`config.mk`:
```
export PLATFORM = sky130hd
export DESIGN_NAME = regfile_arbiter
export DESIGN_NICKNAME = d
export VERILOG_FILES = /design/src/rtl/regfile_arbiter.sv
export SDC_FILE = /design/constraint.sdc
export NUM_CORES = 1
export LEC_CHECK = 0
export ABC_AREA = 1
export CORE_ASPECT_RATIO = 0.9
export CORE_MARGIN = 1.5
export CORE_UTILIZATION = 46
export CTS_BUF_LIST = sky130_fd_sc_hd__clkbuf_8
export DETAILED_ROUTE_END_ITERATION = 12
export MAX_ROUTING_LAYER = met4
export PLACE_DENSITY = 0.88
export REMOVE_ABC_BUFFERS = 1
export SETUP_SLACK_MARGIN = 0.15
export SYNTH_ARGS = -nofsm -noshare
export SYNTH_HDL_FRONTEND = slang
export SYNTH_SLANG_ARGS = --single-unit
export TNS_END_PERCENT = 20
```
`constraint.sdc`:
```
create_clock -name clk -period 3.57 [get_ports clk]
set_clock_uncertainty 0.2 [all_clocks]
set_input_delay 1.071 -clock clk [delete_from_list [all_inputs] [get_ports clk]]
set_output_delay 1.071 -clock clk [all_outputs]
set_load 0.05 [all_outputs]
```
`src/rtl/regfile_arbiter.sv`:
```
// regfile_arbiter: two-requester arbiter in front of a single-port register file.
// Each accepted request is latched in IDLE, issued to the register file for one
// cycle in ISSUE, and for reads the registered read data is captured in RDWAIT.
// Arbitration is round-robin by default; defining REGFILE_ARB_FIXED_PRIO_EN makes
// requester 0 always win and removes the last-grant pointer.
module regfile_arbiter #(
  parameter int unsigned ADDR_WIDTH = 3,
  parameter int unsigned DATA_WIDTH = 16
) (
  input  logic                  clk,
  input  logic                  rst,
  input  logic                  req0,
  input  logic                  req1,
  input  logic                  we0,
  input  logic                  we1,
  input  logic [ADDR_WIDTH-1:0] addr0,
  input  logic [ADDR_WIDTH-1:0] addr1,
  input  logic [DATA_WIDTH-1:0] wdata0,
  input  logic [DATA_WIDTH-1:0] wdata1,
  output logic                  gnt0,
  output logic                  gnt1,
  output logic                  rvalid0,
  output logic                  rvalid1,
  output logic [DATA_WIDTH-1:0] rdata0,
  output logic [DATA_WIDTH-1:0] rdata1,
  output logic                  rf_WrEn,
  output logic                  rf_RdEn,
  output logic [ADDR_WIDTH-1:0] rf_Address,
  output logic [DATA_WIDTH-1:0] rf_WrData,
  input  logic [DATA_WIDTH-1:0] rf_RdData
);

  typedef enum logic [1:0] {
    StIdle,
    StIssue,
    StRdWait
  } state_e;

  state_e                state_q, state_d;
  logic                  owner_q, owner_d;   // 0: requester 0, 1: requester 1
  logic                  we_q, we_d;
  logic [ADDR_WIDTH-1:0] addr_q, addr_d;
  logic [DATA_WIDTH-1:0] wdata_q, wdata_d;
  logic [DATA_WIDTH-1:0] rdata0_q, rdata0_d;
  logic [DATA_WIDTH-1:0] rdata1_q, rdata1_d;
  logic                  rvalid0_q, rvalid0_d;
  logic                  rvalid1_q, rvalid1_d;
  logic                  win1;               // requester 1 wins this IDLE cycle

`ifdef REGFILE_ARB_FIXED_PRIO_EN
  // Fixed priority: requester 1 wins only when requester 0 is idle.
  always_comb begin
    win1 = ~req0;
  end
`else
  logic last_q, last_d;  // requester granted most recently

  // Round-robin pick: on a tie the requester not granted last wins.
  always_comb begin
    win1 = req1 & (~req0 | ~last_q);
  end

  // Pointer moves only when a grant is actually issued.
  always_comb begin
    last_d = last_q;
    if (state_q == StIssue) begin
      last_d = owner_q;
    end
  end

  // Pointer register; reset to 1 so requester 0 wins the first tie.
  always_ff @(posedge clk) begin
    if (rst) begin
      last_q <= 1'b1;
    end else begin
      last_q <= last_d;
    end
  end
`endif

  // Next-state logic: latch winner in IDLE, issue, then capture read data.
  always_comb begin
    state_d   = state_q;
    owner_d   = owner_q;
    we_d      = we_q;
    addr_d    = addr_q;
    wdata_d   = wdata_q;
    rdata0_d  = rdata0_q;
    rdata1_d  = rdata1_q;
    rvalid0_d = 1'b0;
    rvalid1_d = 1'b0;
    case (state_q)
      StIdle: begin
        if (req0 | req1) begin
          owner_d = win1;
          we_d    = win1 ? we1 : we0;
          addr_d  = win1 ? addr1 : addr0;
          wdata_d = win1 ? wdata1 : wdata0;
          state_d = StIssue;
        end
      end
      StIssue: begin
        state_d = we_q ? StIdle : StRdWait;
      end
      StRdWait: begin
        // Register file data is valid in this cycle; only the owner's copy changes.
        if (owner_q) begin
          rdata1_d  = rf_RdData;
          rvalid1_d = 1'b1;
        end else begin
          rdata0_d  = rf_RdData;
          rvalid0_d = 1'b1;
        end
        state_d = StIdle;
      end
      default: begin
        state_d = StIdle;
      end
    endcase
  end

  // State and datapath registers with synchronous reset.
  always_ff @(posedge clk) begin
    if (rst) begin
      state_q   <= StIdle;
      owner_q   <= 1'b0;
      we_q      <= 1'b0;
      addr_q    <= '0;
      wdata_q   <= '0;
      rdata0_q  <= '0;
      rdata1_q  <= '0;
      rvalid0_q <= 1'b0;
      rvalid1_q <= 1'b0;
    end else begin
      state_q   <= state_d;
      owner_q   <= owner_d;
      we_q      <= we_d;
      addr_q    <= addr_d;
      wdata_q   <= wdata_d;
      rdata0_q  <= rdata0_d;
      rdata1_q  <= rdata1_d;
      rvalid0_q <= rvalid0_d;
      rvalid1_q <= rvalid1_d;
    end
  end

  // Grants and enables are decoded from ISSUE; address/data hold between issues.
  always_comb begin
    gnt0       = (state_q == StIssue) & ~owner_q;
    gnt1       = (state_q == StIssue) & owner_q;
    rf_WrEn    = (state_q == StIssue) & we_q;
    rf_RdEn    = (state_q == StIssue) & ~we_q;
    rf_Address = addr_q;
    rf_WrData  = wdata_q;
    rvalid0    = rvalid0_q;
    rvalid1    = rvalid1_q;
    rdata0     = rdata0_q;
    rdata1     = rdata1_q;
  end

endmodule
```
---- After elaboration in Yosys (flattened, before gate mapping) ----
Index checks and enable logic that the tools add are counted.
storage, ports and cells
  register bits after elaboration ......... 58
  input bits .............................. 60
  output and inout port bits .............. 57
  logic and storage cells ................. 38
cells by class
  equality and inequality tests ........... 3
  multiplexer cells ....................... 8
  bitwise operators ....................... 12
  reduce and logical (&&, ||, !) cells .... 5
operators by type and width
  cell                                                              number
  16-bit two-way mux                                                1
  2-bit AND reduction                                               3
  1-bit AND                                                         5
  1-bit inverter                                                    5
  2-bit two-way mux                                                 2
  2-bit case mux with 2 select lines                                1
  1-bit two-way mux                                                 3
  3-bit two-way mux                                                 1
  2-bit by 1-bit == test with 1-bit output (second input constant)  1
  2-bit == test (second input constant)                             1
  2-bit logical NOT                                                 1
  2-bit != test (second input constant)                             1
  1-bit OR                                                          2
  2-bit OR reduction                                                1

---- Longest topological paths before layout ----
  depth in word-level cells ............... 4
  depth in mapped cells ................... 8

---- Worst setup path after synthesis ----
Ideal clock, no wire load.
  path type ............................... reg2out
  from .................................... reg owner_q
  to ...................................... out gnt0
  arrival time ............................ 1.288 ns
  setup slack ............................. 1.011 ns
  cell stages (with the launch flop) ...... 4
  cells stage by stage .................... dfxtp_1 buf_4 buf_2 nor2_1
between the ends
  cells in the longest elaborated chain, start to end .. 2
RTL lines
  what                             RTL line  text
  from (decl)                      40        logic owner_q, owner_d;
  from (signal assigned)           136       owner_q <= owner_d;
  1-bit inverter (no source line)  -
  1-bit AND                        149       gnt0 = (state_q == StIssue) & ~owner_q;
  to (decl)                        20        output logic gnt0,
Every way passes these cells.

---- Final worst setup path ----
  from .................................... reg state_q[1]
  to ...................................... out gnt0
between the ends
  cells in the longest elaborated chain, start to end .. 2
RTL lines
  what                                      RTL line  text
  from (decl)                               39        state_e state_q, state_d;
  from (signal assigned)                    125       state_q <= StIdle;
  from (signal assigned)                    135       state_q <= state_d;
  2-bit by 1-bit == test with 1-bit output  149
  1-bit AND                                 149
Every way passes these cells.

==> reports/results.ini <==
[status]
status = finished clean

[clock_tree]
cts_buffers = 9
clk_path_buf_depth = 2
cts_resized = 0
clock-sinks = 58
htree_levels = 3
cts_tree = built
path_clk_slew_ps = 60
cts_root_buf = clkbuf_8
cts-hold-fix-buffers = 0
post_cts_buffers = 0
clock_latency_ps = 330

[synthesis]
async_flop_share_pct = 0
syn-cell-area_mm2 = 0.00264
ys_warn_count = 0
ys_ff_latch = 58
synth_top_flop_cell = dfxtp_1
synth-edff-count = 0
seq_area_frac_synth_pct = 44.0
synth.avg_cell_area_um2 = 7.06
synth_cell_types = 20
syn_inst = 374

[worst_setup_path]
cp_slowest_stage_delay_ps = 340
crit_path_end_kind = primary output
cpMaxStageDelayCell = buf_4
worstSetupStartpointType = register
arrival_ps = 1540
crit_required_ps = 2300
path_max_fanout = 36
path_class = reg -> out
path_common_cell = buf_4
crit_chain = buf_4 > inv_1 > nand2_1 > nor2_1 > buf_4

[timing]
relSlewSlack_pct = 51.9
tns_ps = 0
slew_violations = 0
tightest_slew_ps = 720
clock.fmax_mhz = 356
rsz0062_at_grt = false
period_share_pct = 78.6
setup_violations = 0
period_needed_ps = 2810
hold_violations = 0

[pwr]
p_leak_nw = 1.62
peakVddDrop_mv = 0.306
comb_power_share_pct = 25.0
power_density_mw_per_mm2 = 485
p_seq_share_pct = 36.3
sw_frac_of_total_pct = 30.0
intPower_mw = 1.37
clock_power_share_pct = 38.7
p_switching_uw = 588

[route]
vias = 2909
drt_iter0_markers = 183
wl_per_cell_um = 13.8
finalWirelength_mm = 7.62
drt.antenna.violating_nets = 0
drt-vias-per-instance = 5.28
first_pass_iters = 4
remaining_drc_errors = 0

[cells_and_area]
fillers = 403
finalNonFillerCells = 551
area_growth_pct = 52.7
drive_above_1_share_pct = 7.02
fin_nets = 539
diodes = 0

[grt]
grt_pass1_vias = 2656
antenna_found_initial = 0
grt_overflow = 0
grt_max_degree = 42
grt_pass1_wl_mm = 12.2
grt.total_usage_pct = 25.8

[floorplan]
die_area_mm2 = 0.00621
coreArea_mm2 = 0.00538
rows = 25
num_io_pins = 117
dieHeight_um = 74.9
die-width_um = 82.9
start_util_pct = 49.1

[placement]
hpwl_mm = 5.21
io_buffers = 116
gp_congestion = 0.856
dp_cells = 535

[job]
maxCapViolCount = 0

[hold_path]
worstHoldPathType = reg -> reg

==> power by group through the flow <==
stage / clock network, mW / logic (mW) / registers [mW]
2_1_floorplan: 0 / 0.153 / 0.849
6_report: 0.757 / 0.490 / 0.710
4_1_cts: 0.762 / 0.490 / 0.711
5_1_grt: 0.795 / 0.527 / 0.715
3_5_place_dp: 0 / 0.486 / 0.724
3_3_place_gp: 0 / 0.478 / 0.722
==> cell type report <==
class | instances | area [um^2] | area share [%]
Tap cell | 67 | 83.8 | 2.08
Clock buffer | 11 | 151 | 3.75
Timing Repair Buffer | 125 | 1220 | 30.2
Inverter | 25 | 93.8 | 2.33
Clock inverter | 5 | 101 | 2.51
Multi-Input combinational cell | 260 | 1220 | 30.3
Sequential cell | 58 | 1160 | 28.8
==> cell families (layout without fill, tap and decap cells) <==
group	after synthesis	count (layout)	share of synthesized area, %
compound gates	53	53	12.1
buf+inv	56	166	9.76
flops	58	58	44.0
simple gates	207	207	34.2
==> flip-flops by register name (all words and copies together) (netlist names) <==
register and flops:
rvalid1 1, rdata0 16, we_q 1, owner_q 1, rvalid0 1, rf_Address 3
rdata1 16, state_q 2, rf_WrData 16, last_q 1
==> metal layers <==
layer | share of wire (%) | vias up | global-route usage (%)
met2 | 48 | 146 | 42.5
li1 | - | 1432 | -
met1 | 40 | 1318 | 29.9
met5 | 0 | - | -
met3 | 9.9 | 13 | 7.35
met4 | 1.7 | 0 | 11.3
==> through the flow <==
step                utilization, %  total power [mW]  worst slack, ps  instance area [um^2]  hold slack (ps)
finish                        75.0              1.96              762                  4030              250
detailed placement            70.3              1.21              961                  3780              242
global placement              70.3              1.20             1020                  3780              235
CTS                           75.0              1.96              762                  4030              251
global route                  75.0              2.04              658                  4030              279
floorplan                        -              1.00              759                  2480              221
==> critical path, delay by kind of cell, from the launching register on <==
family / cells / cell delay (ps)
and+or+nand+nor: 2 / 220
DFF: 1 / 310
buffers and inverters: 3 / 670
==> synthesized netlist by cell type (2+ instances only) <==
cell type	count	area share, %
a21boi_0	9	2.6
a21boi_1	11	3.1
a21oi_1	32	6.1
buf_2	17	3.2
buf_4	5	1.4
clkbuf_1	7	0.99
dfxtp_1	58	44
inv_1	23	3.3
inv_2	2	0.28
nand2_1	98	14
nand3_1	22	4.2
nand3_2	2	0.76
nand4_1	32	7.6
nor2_1	50	7.1
==> placed cells by master, fill, tap and decap left out, drive strengths merged <==
cell type | synthesis | routed
clkdlybuf4s50 | 0 | 112
nand2 | 98 | 98
dfxtp | 58 | 58
nor2 | 51 | 51
nand4 | 32 | 32
a21oi | 32 | 32
inv | 25 | 26
nand3 | 24 | 24
a21boi | 20 | 20
buf | 24 | 13
clkbuf | 7 | 11
bufinv | 0 | 3
o21ai | 1 | 1
nor3 | 1 | 1
and2 | 1 | 1
clkinvlp | 0 | 1
==> final timing paths <==
path | start | end | slack, ps | cells after the start
min reg2reg | we_q$_SDFFE_PP0P_ | state_q[1]$_SDFFE_PP0P_ | 250 | 1
max reg2reg | state_q[0]$_SDFFE_PP0P_ | rf_WrData[7]$_SDFFE_PP0P_ | 1710 | 7
max | state_q[1]$_SDFFE_PP0P_ | gnt0 | 760 | 5
min | we_q$_SDFFE_PP0P_ | state_q[1]$_SDFFE_PP0P_ | 250 | 1
Note: power is estimated with default switching activity, not from simulation.
